### config.mk
export PLATFORM = sky130hd
export DESIGN_NAME = uart_tx_path
export DESIGN_NICKNAME = d
export VERILOG_FILES = /design/src/rtl/uart_tx_path.sv
export SDC_FILE = /design/constraint.sdc
export NUM_CORES = 1
export LEC_CHECK = 0
export CAP_MARGIN = 10
export CELL_PAD_IN_SITES_DETAIL_PLACEMENT = 1
export CELL_PAD_IN_SITES_GLOBAL_PLACEMENT = 1
export CORE_MARGIN = 5
export CORE_UTILIZATION = 45
export DETAILED_ROUTE_END_ITERATION = 8
export GPL_ROUTABILITY_DRIVEN = 1
export PLACE_DENSITY_LB_ADDON = 0.1
export SYNTH_ARGS = -nofsm -noshare
export SYNTH_HDL_FRONTEND = slang
export SYNTH_SLANG_ARGS = --single-unit
### constraint.sdc
create_clock -name HCLK -period 2.97 [get_ports HCLK]
set_clock_uncertainty 0.1 [all_clocks]
set_input_delay 0.297 -clock HCLK [delete_from_list [all_inputs] [get_ports HCLK]]
set_output_delay 0.297 -clock HCLK [all_outputs]
set_load 0.02 [all_outputs]
### src/rtl/uart_tx_path.sv
// UART16550 transmit path: THR FIFO feeding a 16x-oversampled frame serialiser.
// Frame format is captured from LCR when each byte leaves the FIFO.
module uart_tx_path #(
  parameter int FIFO_DEPTH = 16,
  parameter int CNT_W      = $clog2(FIFO_DEPTH) + 1
) (
  input  logic             HCLK,
  input  logic             HRESETn,
  input  logic             wr_en,
  input  logic [7:0]       wr_data,
  input  logic             baud_tick,
  input  logic [1:0]       lcr_wls,
  input  logic             lcr_stb,
  input  logic             lcr_pen,
  input  logic             lcr_eps,
  input  logic             lcr_brk,
  input  logic             fifo_clr,
  output logic             stx,
  output logic             thr_empty,
  output logic             tx_idle,
  output logic [CNT_W-1:0] fifo_count,
  output logic             overflow
);
  localparam int AW = $clog2(FIFO_DEPTH);

  typedef enum logic [2:0] {IDLE, START, DATA, PARITY, STOP} state_t;

  logic [7:0]       mem [FIFO_DEPTH];
  logic [AW-1:0]    wr_ptr, rd_ptr;
  logic [CNT_W-1:0] count;
  logic             full, empty, pop, push;

  state_t     state, state_n;
  logic [4:0] tick_cnt, tick_n, stop_last;
  logic [2:0] bit_cnt, bit_n;
  logic [7:0] shift, shift_n, head_mask;
  logic [1:0] wls_q, wls_n;
  logic       stb_q, stb_n, pen_q, pen_n, par_q, par_n, stx_q, stx_n, bit_end;

  assign empty = (count == '0);
  assign full  = (count == CNT_W'(FIFO_DEPTH));
  assign pop   = (state == IDLE) && !empty;
  // A full FIFO still takes a write when the head leaves in the same cycle.
  assign push  = wr_en && !fifo_clr && (!full || pop);

  always_ff @(posedge HCLK) begin
    if (!HRESETn) begin
      wr_ptr   <= '0;
      rd_ptr   <= '0;
      count    <= '0;
      overflow <= 1'b0;
    end else if (fifo_clr) begin
      wr_ptr   <= '0;
      rd_ptr   <= '0;
      count    <= '0;
      overflow <= 1'b0;
    end else begin
      if (push) wr_ptr <= wr_ptr + 1'b1;
      if (pop)  rd_ptr <= rd_ptr + 1'b1;
      count    <= count + CNT_W'(push) - CNT_W'(pop);
      overflow <= wr_en && full && !pop;
    end
  end

  always_ff @(posedge HCLK) begin
    if (push) mem[wr_ptr] <= wr_data;
  end

  assign head_mask = 8'hFF >> (2'd3 - lcr_wls);
  assign bit_end   = baud_tick && (tick_cnt[3:0] == 4'hF);
  // Stop length in ticks minus one: 16, 32, or 24 for the 1.5-stop 5-bit case.
  assign stop_last = !stb_q ? 5'd15 : (wls_q == 2'd0) ? 5'd23 : 5'd31;

  always_comb begin
    state_n = state;
    tick_n  = tick_cnt;
    bit_n   = bit_cnt;
    shift_n = shift;
    wls_n   = wls_q;
    stb_n   = stb_q;
    pen_n   = pen_q;
    par_n   = par_q;
    stx_n   = stx_q;
    if (state != IDLE && state != STOP && baud_tick)
      tick_n = bit_end ? 5'd0 : tick_cnt + 5'd1;
    case (state)
      IDLE: begin
        stx_n = 1'b1;
        if (pop) begin
          state_n = START;
          shift_n = mem[rd_ptr];
          wls_n   = lcr_wls;
          stb_n   = lcr_stb;
          pen_n   = lcr_pen;
          par_n   = lcr_eps ? ^(mem[rd_ptr] & head_mask) : ~^(mem[rd_ptr] & head_mask);
          tick_n  = 5'd0;
          bit_n   = 3'd0;
          stx_n   = 1'b0;
        end
      end
      START: begin
        stx_n = 1'b0;
        if (bit_end) begin
          state_n = DATA;
          stx_n   = shift[0];
        end
      end
      DATA: begin
        stx_n = shift[0];
        if (bit_end) begin
          shift_n = shift >> 1;
          bit_n   = bit_cnt + 3'd1;
          if (bit_cnt == {1'b0, wls_q} + 3'd4) begin
            state_n = pen_q ? PARITY : STOP;
            stx_n   = pen_q ? par_q : 1'b1;
          end else begin
            stx_n = shift_n[0];
          end
        end
      end
      PARITY: begin
        stx_n = par_q;
        if (bit_end) begin
          state_n = STOP;
          stx_n   = 1'b1;
        end
      end
      STOP: begin
        stx_n = 1'b1;
        if (baud_tick) begin
          if (tick_cnt == stop_last) begin
            state_n = IDLE;
            tick_n  = 5'd0;
          end else begin
            tick_n = tick_cnt + 5'd1;
          end
        end
      end
      default: begin
        state_n = IDLE;
        stx_n   = 1'b1;
      end
    endcase
  end

  always_ff @(posedge HCLK) begin
    if (!HRESETn) begin
      state    <= IDLE;
      tick_cnt <= '0;
      bit_cnt  <= '0;
      shift    <= '0;
      wls_q    <= '0;
      stb_q    <= 1'b0;
      pen_q    <= 1'b0;
      par_q    <= 1'b0;
      stx_q    <= 1'b1;
    end else begin
      state    <= state_n;
      tick_cnt <= tick_n;
      bit_cnt  <= bit_n;
      shift    <= shift_n;
      wls_q    <= wls_n;
      stb_q    <= stb_n;
      pen_q    <= pen_n;
      par_q    <= par_n;
      stx_q    <= stx_n;
    end
  end

  assign stx        = lcr_brk ? 1'b0 : stx_q;
  assign thr_empty  = empty;
  assign tx_idle    = empty && (state == IDLE);
  assign fifo_count = count;
endmodule

* Word level (Yosys, flattened, before mapping)
Memories as Yosys holds them, arrays and structs flattened. A register that Yosys moved wholly into a read port is not among the register bits. Cells that the tools add are included.
Operators by class: multiplexer cells 36, equal/unequal tests 16, bitwise logic cells 2, $add $sub $neg 8, reduce and logical (&&, ||, !) cells 25, shift-type cells 1
Operators by type and width (number):
- 3-bit 2-to-1 mux | 10
- 5-bit 2-to-1 mux | 6
- 8-bit 2-to-1 mux | 2
- 8-bit case mux with 2 select lines | 1
- 3-bit case mux with 5 select lines | 1
- 2-bit != test, second input constant | 7
- 4-bit 2-to-1 mux | 3
- 1-bit 2-to-1 mux | 10
- 5-bit case mux with 2 select lines | 1
- 1-bit logical AND | 9
- 4-bit by 1-bit adder with 4-bit output, second input constant | 2
- 8-bit bitwise AND | 1
- 8-bit XNOR reduction | 1
- 8-bit XOR reduction | 1
- 8-bit by 2-bit right shift with 8-bit output, first input constant | 1
- 7-bit AND reduction | 1
- 3-bit by 2-bit == test with 1-bit output, second input constant | 2
- 3-bit case mux with 2 select lines | 1
- 5-bit by 1-bit adder with 5-bit output | 1
- 5-bit by 1-bit adder with 5-bit output, second input constant | 1
- 5-bit == test | 1
- 5-bit == test, second input constant | 1
- 5-bit logical NOT | 1
- 5-bit by 1-bit subtractor with 5-bit output | 1
- other kinds (19) | 22
Word-level totals: register bits 39, logic and storage cells 102, output and inout port bits 9, RAM bits 128, bits of input ports 19, memories kept 1
Memories:
- mem | words 16, width 8, read ports 1, clocked after memory_dff 1, wr ports 1, line 28 | logic [7:0] mem [FIFO_DEPTH];

* Depth between registers and ports, before layout
word-level depth 7, gate-level depth with buffers 17

* Worst setup path after synthesis
Ideal clock, no wire load.
kind reg2reg, start register state[2], end register count[4], in the netlist fifo_count[4], slack -0.062 ns, buffers on the path 1, data required time 2.800 ns, cell stages (with the launch flop) 16, library setup time 0.070 ns, arrival time 2.862 ns, cells stage by stage dfxtp_1 -> clkbuf_1 -> nor3_1 -> o21ai_0 -> nor2_1 -> inv_1 -> ha_1 -> inv_1 -> ha_1 -> inv_1 -> fa_1 -> inv_1 -> a21oi_1 -> nor2_1 -> or3_1 -> a21oi_1
Between the ends: longest elaborated chain between the ends 6
Ends and longest elaborated chain:
- from (decl) | line 33 | state_t state, state_n;
- from (signal assigned) | line 158 | state <= state_n;
- 3-bit logical NOT * | line 42 | assign pop = (state == IDLE) && !empty;
- 1-bit logical AND * | line 42
- 1-bit logical OR | line 44 | assign push = wr_en && !fifo_clr && (!full || pop);
- 1-bit logical AND | line 44
- 5-bit by 1-bit adder with 5-bit output | line 60 | count <= count + CNT_W'(push) - CNT_W'(pop);
- 5-bit by 1-bit subtractor with 5-bit output * | line 60
- to (signal assigned) | line 60
- to (decl) | line 30 | logic [CNT_W-1:0] count;
Every way passes the cells marked *; elsewhere a longest branch is shown, timed or not. A chain may end at the register's enable or synchronous reset.

* Worst setup path after layout
start register count[2], in the netlist fifo_count[2], end register count[4], in the netlist fifo_count[4]
Between the ends: longest elaborated chain between the ends 7, elaborated cells on any way between the ends 9, classes of those cells add/sub (2); eq/ne (1); reduce/logical (6)
Ends and longest elaborated chain:
- 5-bit logical NOT | line 40 | assign empty = (count == '0);
- 1-bit logical NOT | line 42
- 1-bit logical AND | line 42
- 1-bit logical OR | line 44
- 1-bit logical AND | line 44
- 5-bit by 1-bit adder with 5-bit output | line 60
- 5-bit by 1-bit subtractor with 5-bit output * | line 60
Marked as above.

==> metrics.txt <==
# TYPE chip_impl_metric gauge
chip_impl_info{name="run_status",value="finished clean"} 1
chip_impl_metric{name="pwr_density_cell",unit="nW/um2"} 824
chip_impl_info{name="worst_path_max_delay_cell",value="sky130_fd_sc_hd__dfxtp_2"} 1
chip_impl_metric{name="route.detailed.drc",unit=""} 0
chip_impl_metric{name="synth_nets",unit=""} 521
chip_impl_metric{name="fp-row-count",unit=""} 46
chip_impl_metric{name="cts.sink_count",unit=""} 171
chip_impl_metric{name="final_critical_path_required_period",unit="ns"} 2.79
chip_impl_metric{name="ios",unit=""} 28
chip_impl_metric{name="globalRoute.totalOverflow",unit=""} 0
chip_impl_metric{name="routed_wl",unit="um"} 16700
chip_impl_metric{name="placement.cell_area",unit="um2"} 7970
chip_impl_metric{name="max-clock-path-buffers",unit=""} 2
chip_impl_metric{name="critical_path_required",unit="ns"} 3.23
chip_impl_metric{name="clock_latency",unit="ns"} 0.43
chip_impl_info{name="end_kind",value="flop"} 1
chip_impl_metric{name="drv_cap",unit=""} 0
chip_impl_metric{name="port_buffers",unit=""} 27
chip_impl_metric{name="placed_cells",unit=""} 739
chip_impl_metric{name="yosysUniqueCellTypes",unit=""} 56
chip_impl_metric{name="max-vdd-ir-drop",unit="mV"} 0.494
chip_impl_metric{name="design.final.nets",unit=""} 575
chip_impl_metric{name="number_of_enable_type_register_cells_in_the_synthesized_netlist",unit=""} 128
chip_impl_metric{name="synthCells",unit=""} 488
chip_impl_metric{name="die_height",unit="um"} 137
chip_impl_metric{name="hold_viol",unit=""} 0
chip_impl_info{name="worstPathCellList",value="inv_1, ha_1, nor3b_2, nand2_1, o21ai_2, nor2_2, inv_1, ha_1, inv_1, ha_1, inv_1, fa_2, inv_1, a21oi_1, nor2_1, or3_1, a21oi_1"} 1
chip_impl_info{name="timing.critical_path.from_type",value="flop"} 1
chip_impl_info{name="synth-main-ff-cell",value="sky130_fd_sc_hd__edfxtp_1"} 1
chip_impl_info{name="most-common-layout-cells",value="sky130_fd_sc_hd__edfxtp_1, sky130_fd_sc_hd__dfxtp_1, sky130_fd_sc_hd__nand2_1"} 1
chip_impl_metric{name="dp_hpwl",unit="um"} 11500
chip_impl_info{name="worst-setup-path-type",value="flop to flop"} 1
chip_impl_metric{name="grt_start_max_net_pins",unit=""} 25
chip_impl_metric{name="clk_pin_slew_worst_paths",unit="ns"} 0.07
chip_impl_metric{name="cp_data_arrival_time",unit="ns"} 3.05
chip_impl_metric{name="crit_path_max_incr_delay",unit="ns"} 0.34
chip_impl_metric{name="diodes",unit=""} 0
chip_impl_metric{name="grt_antenna_before_repair",unit=""} 0
chip_impl_info{name="yosysTopAreaCell",value="sky130_fd_sc_hd__edfxtp_1"} 1
chip_impl_info{name="synth_area_leaders",value="sky130_fd_sc_hd__edfxtp_1, sky130_fd_sc_hd__dfxtp_1, sky130_fd_sc_hd__mux4_2, sky130_fd_sc_hd__mux2i_1, sky130_fd_sc_hd__ha_1"} 1
chip_impl_metric{name="netlist.area_leader.share",unit=""} 0.528
chip_impl_metric{name="ys_async_sr_fraction",unit=""} 0
chip_impl_metric{name="final-max-slew-violation-count",unit=""} 0
chip_impl_metric{name="die_w",unit="um"} 137
chip_impl_metric{name="drive_gt1_frac",unit=""} 0.184
chip_impl_metric{name="first_pass_iters",unit=""} 5
chip_impl_metric{name="fillCellCount",unit=""} 1564
chip_impl_metric{name="min_period_over_period",unit=""} 0.941
chip_impl_metric{name="gp_congestion",unit=""} 0.807
chip_impl_info{name="crit_path_frequent_cell",value="sky130_fd_sc_hd__inv_1"} 1
chip_impl_metric{name="vias",unit=""} 4245
chip_impl_metric{name="post_layout_nonfiller_instances",unit=""} 771
chip_impl_metric{name="timing_worst_slew_pin_value",unit="ns"} 1.06
chip_impl_info{name="cts_tree",value="done"} 1
chip_impl_info{name="clock-root-buffer",value="sky130_fd_sc_hd__clkbuf_16"} 1
chip_impl_metric{name="initial_core_utilization",unit=""} 0.458
chip_impl_metric{name="drt.antenna.violating_nets",unit=""} 0
chip_impl_metric{name="yosysSeqAreaShare",unit=""} 0.647
chip_impl_metric{name="hold-worst-slack",unit="ns"} 0.356
chip_impl_metric{name="grt_util_all_layers",unit=""} 0.192
chip_impl_metric{name="finalPower",unit="mW"} 7.05
chip_impl_info{name="hold_path.class",value="primary input to flop"} 1
chip_impl_metric{name="report.final.setup_viol",unit=""} 0
chip_impl_metric{name="design.die.area",unit="um2"} 18800
chip_impl_metric{name="coreArea",unit="um2"} 15900
chip_impl_metric{name="syn-cell-area",unit="um2"} 7270
chip_impl_metric{name="max_clock_freq",unit="GHz"} 0.358
chip_impl_info{name="layout_commonest_cell",value="sky130_fd_sc_hd__edfxtp_1"} 1
chip_impl_metric{name="first_iter_violations",unit=""} 234
chip_impl_metric{name="ctsHtreeMaxLevel",unit=""} 4
chip_impl_metric{name="cts_inserted_buffers",unit=""} 17
chip_impl_metric{name="flow.area_growth_from_synthesis",unit="%"} 17.7
chip_impl_metric{name="grt_pass1_vias",unit=""} 4539
chip_impl_metric{name="grt_first_pass_wirelength",unit="um"} 26300
chip_impl_metric{name="crit_path_max_fo",unit=""} 3
chip_impl_metric{name="stdcell_area",unit="um2"} 8560
chip_impl_metric{name="total_leakage_power",unit="nW"} 2.90
chip_impl_metric{name="postCtsSetupRepairBufs",unit=""} 0
chip_impl_metric{name="ys_seq_elements",unit=""} 171
chip_impl_metric{name="timing.slew.headroom",unit=""} 0.288
chip_impl_metric{name="avgSynthCellArea",unit="um2"} 14.9
chip_impl_metric{name="detail_route.wl_per_cell",unit="um"} 21.7
chip_impl_metric{name="vias_per_cell",unit=""} 5.51
chip_impl_metric{name="ys_warn_count",unit=""} 0
## worst paths after layout
| check | startpoint | end | slack, ns | cells past startpoint |
|---|---|---|---|---|
| min reg2reg | stb_q | stb_q | 0.40 | 2 |
| max | fifo_count[2] | fifo_count[4] | 0.18 | 17 |
| max reg2reg | fifo_count[2] | fifo_count[4] | 0.18 | 17 |
| min | lcr_stb | stb_q | 0.36 | 3 |
## final cells by class
type,instances,area [um2],area share
clock buffers,17,425,0.0497
clock inverters,15,153,0.0178
inverters,20,76.3,0.00892
multi-input cells,275,2370,0.276
flip-flops and latches,171,4710,0.550
well taps,216,270,0.0316
repair buffers,57,558,0.0652
## layer usage
metal | share of wire | global-route usage | vias up | wire length [um]
li1 | - | - | 1968 | -
met1 | 0.47 | 0.275 | 2177 | 7860
met2 | 0.47 | 0.298 | 85 | 7900
met3 | 0.046 | 0.0412 | 15 | 776
met4 | 0.012 | 0.0549 | 0 | 208
met5 | 0 | 0 | - | 0
## cell families after synthesis
family          after synthesis  share of synthesized area
fa+ha+maj                    14                     0.0251
flops                       171                      0.647
simple gates                116                     0.0736
buf+inv                      42                     0.0304
mux                          52                      0.120
xor+xnor                     19                     0.0287
compound gates               74                     0.0757
## repair_timing
item                       in CTS  in global routing
setup endpoints to repair       1                  2
hold buffers                    0                  0
pin swaps                       0                  2
resized for setup               2                  4
## cells in the mapped netlist (all sizes together) (2+ instances only)
cell	count
a211oi	2
a21oi	13
o21ai	14
nor3b	3
xor2	8
xnor3	2
clkbuf	13
dfxtp	43
nor3	8
o311ai	4
o21bai	2
nor2b	7
a221oi	8
ha	13
o211a	6
a22oi	3
nor2	37
nand2	37
mux2i	25
and2	3
mux4	27
a21o	2
nand2b	6
a31oi	3
nand3	3
or3	4
nand4	3
xnor2	8
edfxtp	128
a21boi	8
buf	9
inv	19
or2	2
## per-stage QoR
stage / setup WS (ns) / util / setup TNS, ns
2_1_floorplan: 0.0731 / - / 0
3_3_place_gp: -0.0638 / 0.501 / -0.0638
3_5_place_dp: -0.122 / 0.501 / -0.122
4_1_cts: 0.0558 / 0.538 / 0
5_1_grt: -0.0611 / 0.539 / -0.0611
6_report: 0.175 / 0.539 / 0
## flip-flops by register name (all words and copies together), names as in the netlist, named ones only
register / flops
bit_cnt: 3
fifo_count: 5
mem: 128
overflow: 1
par_q: 1
pen_q: 1
rd_ptr: 4
shift: 8
state: 3
stb_q: 1
stx_q: 1
tick_cnt: 5
wls_q: 2
wr_ptr: 4
## power breakdown
part	total [mW]	switching (mW)	internal, mW	leakage (nW)
Clock	2.18	0.995	1.19	0.284
Combinational	2.03	1.08	0.956	1.11
Sequential	2.84	0.130	2.71	1.51
## critical path, delay by kind of cell, from the launching register on
| family | cells | cell delay (ns) |
|---|---|---|
| AO/OA/AOI/OAI | 3 | 0.34 |
| flip-flops | 1 | 0.34 |
| buffers and inverters | 5 | 0.27 |
| AND/OR/NAND/NOR | 5 | 0.83 |
| adder cells (fa/ha/maj) | 4 | 0.85 |
Note: power is estimated with default switching activity, not from simulation.
